### config.mk
export PLATFORM = sky130hd
export DESIGN_NAME = display_scan_controller_flat
export DESIGN_NICKNAME = d
export VERILOG_FILES = /design/src/rtl/display_scan_if.sv /design/src/rtl/display_scan_controller.sv /design/src/flat_wrapper.sv
export SDC_FILE = /design/constraint.sdc
export NUM_CORES = 1
export LEC_CHECK = 0
export BUFFER_PORTS_ARGS = -buffer_cell sky130_fd_sc_hd__clkbuf_2
export CAP_MARGIN = 20
export CORE_ASPECT_RATIO = 1.2
export CORE_MARGIN = 2
export CORE_UTILIZATION = 40
export DETAILED_ROUTE_END_ITERATION = 8
export PLACE_DENSITY_LB_ADDON = 0.12
export SKIP_CTS_REPAIR_TIMING = 1
export SYNTH_ARGS = -nofsm -noshare
export SYNTH_HDL_FRONTEND = slang
export SYNTH_SLANG_ARGS = --single-unit
### constraint.sdc
create_clock -name CLK -period 4.2 [get_ports CLK]
set_clock_uncertainty 0.05 [all_clocks]
set_input_delay 0.42 -clock CLK [delete_from_list [all_inputs] [get_ports CLK]]
set_output_delay 0.42 -clock CLK [all_outputs]
set_load 0.005 [all_outputs]
### src/rtl/display_scan_if.sv
// Bundles the update strobe/data going into the scan controller and the
// decoder/digit-select signals coming out of it.
interface display_scan_if;
  logic        LOAD;
  logic [11:0] CODES;
  logic [3:0]  EN_MASK;
  logic        DEC_A;
  logic        DEC_B;
  logic        DEC_C;
  logic [3:0]  DIG_N;
  logic        LOAD_ACK;
  logic        FRAME;

  modport master (
    output LOAD, CODES, EN_MASK,
    input  DEC_A, DEC_B, DEC_C, DIG_N, LOAD_ACK, FRAME
  );

  modport slave (
    input  LOAD, CODES, EN_MASK,
    output DEC_A, DEC_B, DEC_C, DIG_N, LOAD_ACK, FRAME
  );
endinterface

### src/rtl/display_scan_controller.sv
// Round-robin scan of four digits through one shared 3-bit decoder, with a
// blanking gap before each digit and frame-synchronous code/mask updates.
module display_scan_controller #(
  parameter int PRESCALE     = 50000,
  parameter int BLANK_CYCLES = 4
) (
  input  logic          CLK,
  input  logic          RST,
  display_scan_if.slave bus
);

  localparam int CNT_MAX = (PRESCALE > BLANK_CYCLES) ? PRESCALE : BLANK_CYCLES;
  localparam int CNT_W   = (CNT_MAX > 1) ? $clog2(CNT_MAX) : 1;
  localparam logic [CNT_W-1:0] BLANK_LAST = CNT_W'(BLANK_CYCLES - 1);
  localparam logic [CNT_W-1:0] DRIVE_LAST = CNT_W'(PRESCALE - 1);

  typedef enum logic {ST_BLANK, ST_DRIVE} state_e;

  state_e           state_q;
  logic [1:0]       idx_q;
  logic [CNT_W-1:0] cnt_q;
  logic [11:0]      codes_q;
  logic [3:0]       mask_q;
  logic [11:0]      pend_codes_q;
  logic [3:0]       pend_mask_q;
  logic             pend_vld_q;
  logic [3:0]       dig_n_q;
  logic [2:0]       dec_q;
  logic             ack_q;
  logic             frame_q;

  logic [1:0]  idx_d;
  logic        apply;
  logic        upd;
  logic [11:0] codes_d;
  logic [3:0]  mask_d;
  logic [3:0]  drive_dig_n;

  function automatic logic [2:0] code_of(input logic [11:0] codes, input logic [1:0] idx);
    case (idx)
      2'd0:    code_of = codes[2:0];
      2'd1:    code_of = codes[5:3];
      2'd2:    code_of = codes[8:6];
      default: code_of = codes[11:9];
    endcase
  endfunction

  // The apply edge is the last DRIVE cycle of digit 3; a LOAD on that very
  // cycle bypasses the pending registers.
  always_comb begin
    idx_d       = idx_q + 2'd1;
    apply       = (state_q == ST_DRIVE) && (cnt_q == DRIVE_LAST) && (idx_q == 2'd3);
    upd         = bus.LOAD || pend_vld_q;
    codes_d     = codes_q;
    mask_d      = mask_q;
    if (apply && upd) begin
      codes_d = bus.LOAD ? bus.CODES   : pend_codes_q;
      mask_d  = bus.LOAD ? bus.EN_MASK : pend_mask_q;
    end
    drive_dig_n = ~({3'b000, mask_q[idx_q]} << idx_q);
  end

  always_ff @(posedge CLK) begin
    if (bus.LOAD) begin
      pend_codes_q <= bus.CODES;
      pend_mask_q  <= bus.EN_MASK;
    end
  end

  always_ff @(posedge CLK) begin
    if (RST) begin
      state_q    <= ST_BLANK;
      idx_q      <= 2'd0;
      cnt_q      <= '0;
      codes_q    <= '0;
      mask_q     <= '0;
      pend_vld_q <= 1'b0;
      dig_n_q    <= 4'b1111;
      dec_q      <= 3'b000;
      ack_q      <= 1'b0;
      frame_q    <= 1'b0;
    end else begin
      ack_q   <= 1'b0;
      frame_q <= 1'b0;
      if (bus.LOAD && !apply) pend_vld_q <= 1'b1;
      case (state_q)
        ST_BLANK: begin
          if (cnt_q == BLANK_LAST) begin
            state_q <= ST_DRIVE;
            cnt_q   <= '0;
            dig_n_q <= drive_dig_n;
          end else begin
            cnt_q <= cnt_q + 1'b1;
          end
        end
        default: begin
          if (cnt_q == DRIVE_LAST) begin
            state_q <= ST_BLANK;
            cnt_q   <= '0;
            idx_q   <= idx_d;
            dig_n_q <= 4'b1111;
            dec_q   <= code_of(codes_d, idx_d);
            codes_q <= codes_d;
            mask_q  <= mask_d;
            if (apply) begin
              frame_q <= 1'b1;
              if (upd) begin
                pend_vld_q <= 1'b0;
                ack_q      <= 1'b1;
              end
            end
          end else begin
            cnt_q <= cnt_q + 1'b1;
          end
        end
      endcase
    end
  end

  assign bus.DEC_A    = dec_q[2];
  assign bus.DEC_B    = dec_q[1];
  assign bus.DEC_C    = dec_q[0];
  assign bus.DIG_N    = dig_n_q;
  assign bus.LOAD_ACK = ack_q;
  assign bus.FRAME    = frame_q;

endmodule

### src/flat_wrapper.sv
// flat-port wrapper written by rule: the top's interface ports become plain ports
module display_scan_controller_flat 
#(
  parameter int PRESCALE     = 50000,
  parameter int BLANK_CYCLES = 4
)
  (CLK, RST, bus_LOAD, bus_CODES, bus_EN_MASK, bus_DEC_A, bus_DEC_B, bus_DEC_C, bus_DIG_N, bus_LOAD_ACK, bus_FRAME);
  display_scan_if bus_i ();
  input  logic CLK;
  input  logic RST;
  input wire logic [$bits(bus_i.LOAD)-1:0] bus_LOAD;
  input wire logic [$bits(bus_i.CODES)-1:0] bus_CODES;
  input wire logic [$bits(bus_i.EN_MASK)-1:0] bus_EN_MASK;
  output wire logic [$bits(bus_i.DEC_A)-1:0] bus_DEC_A;
  output wire logic [$bits(bus_i.DEC_B)-1:0] bus_DEC_B;
  output wire logic [$bits(bus_i.DEC_C)-1:0] bus_DEC_C;
  output wire logic [$bits(bus_i.DIG_N)-1:0] bus_DIG_N;
  output wire logic [$bits(bus_i.LOAD_ACK)-1:0] bus_LOAD_ACK;
  output wire logic [$bits(bus_i.FRAME)-1:0] bus_FRAME;
  assign bus_i.LOAD = bus_LOAD;
  assign bus_i.CODES = bus_CODES;
  assign bus_i.EN_MASK = bus_EN_MASK;
  assign bus_DEC_A = bus_i.DEC_A;
  assign bus_DEC_B = bus_i.DEC_B;
  assign bus_DEC_C = bus_i.DEC_C;
  assign bus_DIG_N = bus_i.DIG_N;
  assign bus_LOAD_ACK = bus_i.LOAD_ACK;
  assign bus_FRAME = bus_i.FRAME;
  display_scan_controller #(.PRESCALE(PRESCALE), .BLANK_CYCLES(BLANK_CYCLES)) u_core (.CLK(CLK), .RST(RST), .bus(bus_i));
endmodule
==> results.sh <==
export IMPL_cts_sink_count=61
export IMPL_io_pins=28
export IMPL_synth_most_common_cell="dfxtp_1"
export IMPL_critPathSlowestCell="nor3_4"
export IMPL_htreeDepth=3
export IMPL_period_share_pct=59.9
export IMPL_synth_simple_area_share_pct=18.5
export IMPL_fillers=657
export IMPL_yosysTopAreaCellShare_pct=47.5
export IMPL_arrival_ps=2700
export IMPL_crit_family="simple AND/OR/NAND/NOR gates"
export IMPL_multi_input_area_um2=1250
export IMPL_gp_congestion=0.751
export IMPL_finalCriticalPeriod_ps=2520
export IMPL_synth_edf_count=0
export IMPL_peakVddDrop_v=0.000219
export IMPL_synth_top_family_by_area="simple AND/OR/NAND/NOR gates"
export IMPL_cpPeakStageDelay_ps=720
export IMPL_tightest_slew_ps=788
export IMPL_maxCapViolCount=0
export IMPL_final_seq_area_um2=1220
export IMPL_r2r_start="u_core.cnt_q[0]$_SDFF_PP0_"
export IMPL_crit_chain="ha_1 > and3_1 > nand3_2 > nor3_4 > mux2_2 > a311oi_1"
export IMPL_die_w_um=77.2
export IMPL_finalSetupViolCount=0
export IMPL_grt_first_pass_wirelength_mm=8.31
export IMPL_vias=1855
export IMPL_ant_nets=0
export IMPL_antenna_found_initial=0
export IMPL_die_h_um=91.8
export IMPL_start_util_pct=40.6
export IMPL_cts_made_buffers=9
export IMPL_grt_max_degree=24
export IMPL_dp_final_hpwl_mm=3.43
export IMPL_drive_gt1_share_pct=23.4
export IMPL_min_path_type="primary input to register"
export IMPL_synth_seq_cells=61
export IMPL_synthToLayoutAreaGrowth_pct=16.3
export IMPL_synthArstFlopShare_pct=0
export IMPL_maxSlewHeadroom_pct=47.3
export IMPL_crit_path_start_kind="register"
export IMPL_ys_seq_area_share_pct=47.5
export IMPL_cts_tree="built"
export IMPL_grtUsageTotal_pct=15.3
export IMPL_p_leak_uw=0.00118
export IMPL_clock_path_buffers=2
export IMPL_critPathKind="register to register"
export IMPL_ys_types=38
export IMPL_yosys_top_cells_count="dfxtp_1 (61), nor2_1 (35), mux2_2 (18)"
export IMPL_post_dp_cell_area_um2=2760
export IMPL_p_per_area_nw_per_um2=418
export IMPL_overflow=0
export IMPL_clkLatencyLatePin_ps=330
export IMPL_fin_nets=309
export IMPL_path_clk_slew_ps=70
export IMPL_hold_violations=0
export IMPL_die_area_um2=7080
export IMPL_core_area_um2=6330
export IMPL_avgSynthCellArea_um2=9.99
export IMPL_rsz0062_at_grt="no"
export IMPL_p_total_uw=1250
export IMPL_ctsRootBufferMaster="clkbuf_8"
export IMPL_maxSlewViolCount=0
export IMPL_ys_flop_type="dfxtp_1"
export IMPL_critical_path_required_ps=4390
export IMPL_syn_area_um2=2570
export IMPL_status="finished clean"
export IMPL_drt_wirelength_per_cell_um=13.3
export IMPL_max_freq_mhz=398
export IMPL_crit_path_max_fanout=16
export IMPL_min_from="bus_EN_MASK[2]"
export IMPL_drc_errors=0
export IMPL_synth_area_mux_share_pct=13.0
export IMPL_synth_compound_area_share_pct=9.69
export IMPL_yosys_top_cells_area="dfxtp_1 (48%), mux2_2 (7.9%), nor2_1 (5.1%)"
export IMPL_port_buffers=27
export IMPL_drtIter0Drc=60
export IMPL_synth_top_area_cell="dfxtp_1"
export IMPL_via_per_inst=4.95
export IMPL_diodes=0
export IMPL_synth_adder_area_share_pct=2.44
export IMPL_critPathLaunch="u_core.cnt_q[0]$_SDFF_PP0_"
export IMPL_grt_pass1_vias=1717
export IMPL_synth_xor_area_share_pct=5.11
export IMPL_finalSetupTns_ps=0
export IMPL_crit_path_end_kind="register"
export IMPL_syn_num_nets=281
export IMPL_finalWirelength_mm=4.99
export IMPL_cp_buffers_inverters=0
export IMPL_synthCells=257
export IMPL_first_pass_iters=7
export IMPL_num_rows=32
export IMPL_utilization_pct=47.2
export IMPL_yosysWarnings=0
export IMPL_fin_area_um2=2990
## logic make-up (layout without fill, tap and decap cells)
group / count (synthesis) / in the layout
AND/OR/NAND/NOR: 92 / 92
adder cells (fa/ha/maj): 5 / 5
XOR/XNOR: 15 / 15
flip-flops: 61 / 61
multiplexers: 31 / 31
AO/OA/AOI/OAI: 32 / 32
buffers and inverters: 21 / 54
## per-stage QoR
| stage | cells | hold WS [ps] | setup slack (ps) |
|---|---|---|---|
| floorplan | 257 | 368 | 2240 |
| global placement | 359 | 384 | 1690 |
| detailed placement | 359 | 392 | 1660 |
| CTS | 375 | 268 | 1700 |
| global route | 375 | 278 | 1480 |
| finish | 375 | 280 | 1680 |
## registers in the layout, summed over array words and instances (netlist names)
register and flops:
u_core.cnt_q 16, u_core.state_q 1, u_core.bus.LOAD_ACK 1, u_core.mask_q 4, u_core.bus.DIG_N 4, u_core.idx_q 2
u_core.pend_vld_q 1, u_core.pend_mask_q 4, u_core.pend_codes_q 12, u_core.codes_q 12, u_core.bus.FRAME 1, u_core.dec_q 3
## where the power goes
group,switching [µW],internal (µW)
logic,31.4,26.5
registers,7.75,599
clock network,220,365
## layout by cell type (no fill, tap or decap), drive strengths merged, types with 2 or more instances in the layout
| cell type | count |
|---|---|
| mux2i | 13 |
| and3 | 3 |
| or4 | 4 |
| nor2 | 35 |
| nand2 | 14 |
| a221oi | 3 |
| bufinv | 2 |
| xor2 | 6 |
| a21oi | 4 |
| o21ai | 4 |
| nor4 | 6 |
| nor3 | 13 |
| a211oi | 4 |
| clkbuf | 39 |
| clkinv | 2 |
| and4 | 2 |
| ha | 5 |
| mux2 | 18 |
| dfxtp | 61 |
| o22a | 2 |
| buf | 2 |
| nand3 | 8 |
| a311oi | 3 |
| o211ai | 7 |
| nand4 | 3 |
| inv | 9 |
| xnor2 | 9 |
| o211a | 3 |
| or2 | 2 |
## per-layer routing
layer  global-route usage [%]  wire [µm]  vias to the layer above
met4                     9.08        130                        0
li1                         -          -                      969
met5                        0          0                        -
met1                     19.6       2450                      847
met3                     3.64        151                       11
met2                     23.3       2260                       28
## worst paths after layout
path / end / slack (ps) / cells past startpoint
max: u_core.dec_q[0]$_SDFFE_PP0P_ / 1680 / 6
min: u_core.pend_mask_q[2]$_DFF_P_ / 280 / 2
max reg2reg: u_core.dec_q[0]$_SDFFE_PP0P_ / 1680 / 6
min reg2reg: u_core.cnt_q[0]$_SDFF_PP0_ / 400 / 1
## worst reg2reg max path, cell delays in order (launching register included)
cell	delay, ps
dfxtp_1	350
ha_1	230
and3_1	240
nand3_2	190
nor3_4	720
mux2_2	420
a311oi_1	230
## final cells by class
class | count | area share, %
Tap cell | 85 | 3.56
Inverter | 9 | 1.13
Clock inverter | 4 | 2.35
Clock buffer | 12 | 5.19
Multi-Input combinational cell | 175 | 41.9
Timing Repair Buffer | 29 | 5.03
Sequential cell | 61 | 40.9
(Power assumes the default switching activity.)
